`src/rtl/matmul_pcpi_unit.sv`:
```
// PCPI co-processor holding 2x2 matrices A, B (int8) and C (int32): load, multiply, MAC, read-back, clear.
// Simple ops respond 2 cycles after acceptance, MUL/MAC after 9; new instructions are ignored until valid drops after RESP.
module matmul_pcpi_unit #(
  parameter logic [6:0] OPCODE = 7'b0001011
) (
  input  logic        clk,
  input  logic        rst,
  input  logic        pcpi_valid,
  input  logic [31:0] pcpi_insn,
  output logic        pcpi_ready,
  output logic        pcpi_wr,
  output logic        pcpi_wait,
  output logic [31:0] pcpi_rd
);
  localparam logic [2:0] S_IDLE = 3'd0;
  localparam logic [2:0] S_EXEC = 3'd1;
  localparam logic [2:0] S_CALC = 3'd2;
  localparam logic [2:0] S_RESP = 3'd3;
  localparam logic [2:0] S_HOLD = 3'd4;

  localparam logic [2:0] F_LDA = 3'd0;
  localparam logic [2:0] F_LDB = 3'd1;
  localparam logic [2:0] F_MUL = 3'd2;
  localparam logic [2:0] F_RDC = 3'd3;
  localparam logic [2:0] F_MAC = 3'd4;
  localparam logic [2:0] F_CLR = 3'd5;

  logic [2:0]         state_q, state_d;
  logic [2:0]         step_q, step_d;
  logic [2:0]         f3_q;
  logic [1:0]         idx_q;
  logic [7:0]         imm_q;
  logic signed [7:0]  a_q [4];
  logic signed [7:0]  b_q [4];
  logic signed [31:0] c_q [4];
  logic               ready_q, wr_q, wait_q;
  logic [31:0]        rd_q;

  logic               accept;
  logic [2:0]         in_f3;
  logic [1:0]         e;
  logic               t;
  logic signed [15:0] prod;
  logic signed [31:0] prod_ext;
  logic               unused_insn_bits;

  assign in_f3  = pcpi_insn[14:12];
  assign accept = (state_q == S_IDLE) && pcpi_valid &&
                  (pcpi_insn[6:0] == OPCODE) && (in_f3 <= F_CLR);
  assign unused_insn_bits = ^{pcpi_insn[31:28], pcpi_insn[19:17], pcpi_insn[11:7]};

  // Step k walks C[e] with e = k[2:1]; t selects which of the two inner-product terms.
  assign e        = step_q[2:1];
  assign t        = step_q[0];
  assign prod     = a_q[{e[1], t}] * b_q[{t, e[0]}];
  assign prod_ext = {{16{prod[15]}}, prod};

  always_comb begin
    state_d = state_q;
    step_d  = step_q;
    case (state_q)
      S_IDLE: if (accept) state_d = (in_f3 == F_MUL || in_f3 == F_MAC) ? S_CALC : S_EXEC;
      S_EXEC: state_d = S_RESP;
      S_CALC: begin
        if (step_q == 3'd7) begin
          state_d = S_RESP;
          step_d  = 3'd0;
        end else begin
          step_d = step_q + 3'd1;
        end
      end
      S_RESP: state_d = S_HOLD;
      S_HOLD: if (!pcpi_valid) state_d = S_IDLE;
      default: state_d = S_IDLE;
    endcase
  end

  always_ff @(posedge clk or posedge rst) begin
    if (rst) begin
      state_q <= S_IDLE;
      step_q  <= 3'd0;
      f3_q    <= 3'd0;
      idx_q   <= 2'd0;
      imm_q   <= 8'd0;
    end else begin
      state_q <= state_d;
      step_q  <= step_d;
      if (accept) begin
        f3_q  <= in_f3;
        idx_q <= pcpi_insn[16:15];
        imm_q <= pcpi_insn[27:20];
      end
    end
  end

  always_ff @(posedge clk or posedge rst) begin
    if (rst) begin
      for (int i = 0; i < 4; i++) begin
        a_q[i] <= '0;
        b_q[i] <= '0;
        c_q[i] <= '0;
      end
    end else if (state_q == S_EXEC) begin
      case (f3_q)
        F_LDA: a_q[idx_q] <= imm_q;
        F_LDB: b_q[idx_q] <= imm_q;
        F_CLR: begin
          for (int i = 0; i < 4; i++) begin
            a_q[i] <= '0;
            b_q[i] <= '0;
            c_q[i] <= '0;
          end
        end
        default: ;
      endcase
    end else if (state_q == S_CALC) begin
      c_q[e] <= (f3_q == F_MUL && !t) ? prod_ext : c_q[e] + prod_ext;
    end
  end

  // Outputs are registered from the next state so they line up with the state they describe.
  always_ff @(posedge clk or posedge rst) begin
    if (rst) begin
      ready_q <= 1'b0;
      wr_q    <= 1'b0;
      wait_q  <= 1'b0;
      rd_q    <= '0;
    end else begin
      ready_q <= (state_d == S_RESP);
      wait_q  <= (state_d == S_EXEC) || (state_d == S_CALC);
      wr_q    <= (state_d == S_RESP) && (f3_q == F_RDC);
      rd_q    <= ((state_d == S_RESP) && (f3_q == F_RDC)) ? c_q[idx_q] : 32'd0;
    end
  end

  assign pcpi_ready = ready_q;
  assign pcpi_wr    = wr_q;
  assign pcpi_wait  = wait_q;
  assign pcpi_rd    = rd_q;
endmodule

```
`config.mk`:
```
export PLATFORM = sky130hd
export DESIGN_NAME = matmul_pcpi_unit
export DESIGN_NICKNAME = d
export VERILOG_FILES = /design/src/rtl/matmul_pcpi_unit.sv
export SDC_FILE = /design/constraint.sdc
export NUM_CORES = 1
export LEC_CHECK = 0
export CAP_MARGIN = 20
export CORE_MARGIN = 5
export CORE_UTILIZATION = 45
export CTS_CLUSTER_DIAMETER = 150
export DETAILED_ROUTE_END_ITERATION = 6
export PLACE_DENSITY = 0.7
export REMOVE_ABC_BUFFERS = 1
export SETUP_SLACK_MARGIN = 0.02
export SYNTH_ARGS = -nofsm -noshare
export SYNTH_HDL_FRONTEND = slang
export SYNTH_SLANG_ARGS = --single-unit
```
`constraint.sdc`:
```
create_clock -name clk -period 17.6 [get_ports clk]
set_clock_uncertainty 0.05 [all_clocks]
set_input_delay 2.64 -clock clk [delete_from_list [all_inputs] [get_ports clk]]
set_output_delay 2.64 -clock clk [all_outputs]
set_load 0.005 [all_outputs]
```
==> impl_metrics.env <==
export IMPL_ioPinCount=70
export IMPL_fin_ws_ps=7880
export IMPL_start_util=0.456
export IMPL_nFillCells=3027
export IMPL_synthArstFlopShare=1.00
export IMPL_grt_pass1_vias=12000
export IMPL_setup_tns_final_ps=0
export IMPL_fp_dieH_um=197
export IMPL_status="finished, final reports clean"
export IMPL_io_buffer_count=57
export IMPL_synthesis_area_um2=15800
export IMPL_slew_headroom=0.272
export IMPL_synth_adder_area_share=0.119
export IMPL_ys_seq_elements=246
export IMPL_gr_usage_all_layers=0.206
export IMPL_drt_vias_per_instance=5.96
export IMPL_rrSetupSlack_ps=7880
export IMPL_antenna_found_initial=0
export IMPL_synth_mux_area_frac=0.126
export IMPL_fp_dieArea_um2=38900
export IMPL_syn_inst=1490
export IMPL_drc=0
export IMPL_setup_viol=0
export IMPL_via_count=11900
export IMPL_power_leakage_nw=8.05
export IMPL_path_max_fanout=26
export IMPL_final_min_clock_period_ps=9720
export IMPL_cts_hold_buf=0
export IMPL_fp_row_count=68
export IMPL_final_hold_violation_count=0
export IMPL_ant_nets=0
export IMPL_cp_end_kind="flop"
export IMPL_drt_first_pass_iters=6
export IMPL_startpoint_type="flop"
export IMPL_place_ws_ps=7970
export IMPL_cts_setup_buffers=0
export IMPL_grt_start_max_net_pins=99
export IMPL_holdCritStartpoint="b_q[22]"
export IMPL_layout_worst_path_cycle_share=0.552
export IMPL_dp_hpwl_mm=26.6
export IMPL_slowest_stage="a21oi_1"
export IMPL_cpMostUsedCell="fa_1"
export IMPL_synth_area_leaders="dfrtp_1 39%, mux4_2 11%, fa_1 7.1%"
export IMPL_synth_top_cell_area_share=0.390
export IMPL_critPathArrivalTime_ps=10070
export IMPL_synth_edf_count=0
export IMPL_grt_ovfl_total=0
export IMPL_synth_simple_gate_area_share=0.138
export IMPL_wl_mm=40.0
export IMPL_max_freq_ghz=0.103
export IMPL_critical_path_required_ps=17950
export IMPL_holdCritPathClass="reg2reg"
export IMPL_fin_nets=1663
export IMPL_synth_top_family_by_area="compound AO/OA/AOI/OAI gates"
export IMPL_clk_path_buf_depth=3
export IMPL_clk_latency_ps=550
export IMPL_synth_compound_area_frac=0.160
export IMPL_dpl_cell_count=1937
export IMPL_reg2reg_from="step_q[0]"
export IMPL_area_delta_synth_final_pct=12.4
export IMPL_drive_gt1_frac=0.124
export IMPL_critPathLaunch="step_q[0]"
export IMPL_worstSetupPathType="reg2reg"
export IMPL_yosysUniqueCellTypes=73
export IMPL_core_area_um2=34600
export IMPL_clk_pin_slew_worst_paths_ps=60
export IMPL_powerDensity_nw_per_um2=154
export IMPL_yosysSeqAreaShare=0.390
export IMPL_worst_slew_pin_slew_ps=1090
export IMPL_drv_cap=0
export IMPL_cpPeakStageDelay_ps=730
export IMPL_routedWlPerCell_um=20.1
export IMPL_critical_path_top_delay_family="compound AO/OA/AOI/OAI gates"
export IMPL_cts_resized=0
export IMPL_drt_iter0_drc=1198
export IMPL_final_common_cell="dfrtp_1"
export IMPL_yosysTopAreaCell="dfrtp_1"
export IMPL_gp_congestion=0.917
export IMPL_grt_pass1_wl_mm=65.2
export IMPL_most_common_layout_cells="242 x dfrtp_1, 183 x nand2_1, 114 x o21ai_0"
export IMPL_power_total_mw=2.73
export IMPL_cts_tree="built"
export IMPL_cts_htree_levels=1
export IMPL_whs_ps=426
export IMPL_rsz0062_at_grt="false"
export IMPL_critPathBufInv=4
export IMPL_drv_slew=0
export IMPL_ys_flop_type="dfrtp_1"
export IMPL_clockRootBuffer="clkbuf_16"
export IMPL_synth_avg_cell_area_um2=10.6
export IMPL_synth_xor_area_share=0.0247
export IMPL_fin_cells=1989
export IMPL_ys_warn_count=0
export IMPL_cts_buffers=27
export IMPL_ir_drop_mv=0.106
export IMPL_cts_sinks=246
export IMPL_die_w_um=197
[logic make-up (layout without fill, tap and decap cells)]
kind of cell               after synthesis  after routing
DFF                                    246            246
adders and majority gates              116            116
muxes                                  100            100
xor gates and xnor gates                42             42
AOI/OAI and AO/OA                      364            364
buffers and inverters                  178            221
and+or+nand+nor                        444            444
other                                    0              1
[sequential cells by signal, summed over array words and instances, names as in the netlist, 3 cells and up]
register  flops
state_q       3
f3_q          3
imm_q         8
pcpi_rd      32
a_q          32
step_q        3
b_q          32
c_q         128
[path summary, 6_finish.rpt]
check	endpoint	depth (start not counted)
min in group asynchronous	c_q[19]	2
setup / recovery	c_q[124]	27
hold reg to reg	b_q[22]	2
hold / removal	b_q[22]	2
max in group asynchronous	step_q[2]	3
setup reg to reg	c_q[124]	27
[cell usage after synthesis (all sizes together) (4+ instances only)]
cell	n
dfrtp	246
nand4	17
or4	4
and3	6
nand3	17
nand2	183
o21a	5
o21ai	129
a21o	21
fa	56
nor4	9
clkbuf	58
a211oi	12
xor2	12
a31oi	9
a221o	8
or2	6
nand2b	8
nor3	18
mux2i	6
mux4	78
o21bai	9
xnor2	30
or3	5
and2	55
ha	60
mux2	16
a21oi	52
buf	22
a22o	74
nor2b	42
inv	98
o211ai	10
nor2	64
[tightest hold or removal path: cells and delay by family (launching register included)]
| kind | cells | cell delay [ps] |
|---|---|---|
| AO/OA/AOI/OAI | 1 | 60 |
| flip-flops | 1 | 340 |
| AND/OR/NAND/NOR | 1 | 40 |
[final cells by class]
class	count	area [µm²]	area share
flip-flops and latches	246	6160	0.347
repair buffers	73	711	0.0400
diodes	1	2.50	0.000141
clock inverters	20	250	0.0141
clock buffers	30	717	0.0404
inverters	98	375	0.0211
well taps	455	569	0.0321
multi-input cells	1066	8970	0.505
[where the power goes]
part	switching [mW]	internal [mW]
combinational	0.808	0.525
sequential	0.0933	0.689
clock	0.245	0.369
total	1.15	1.58
[stage by stage]
step,instance area (µm²),utilization
floorplan,15500,-
detailed placement,16800,0.484
global route,17800,0.513
CTS,17700,0.512
finish,17800,0.513
global placement,16800,0.484
[routing by layer]
metal	GRT usage	routed length, µm	vias to the layer above
met4	0.0503	865	0
met3	0.0377	2790	70
met5	0	0	-
li1	-	-	5395
met2	0.320	18200	423
met1	0.302	18100	5967
(Power assumes the default switching activity.)
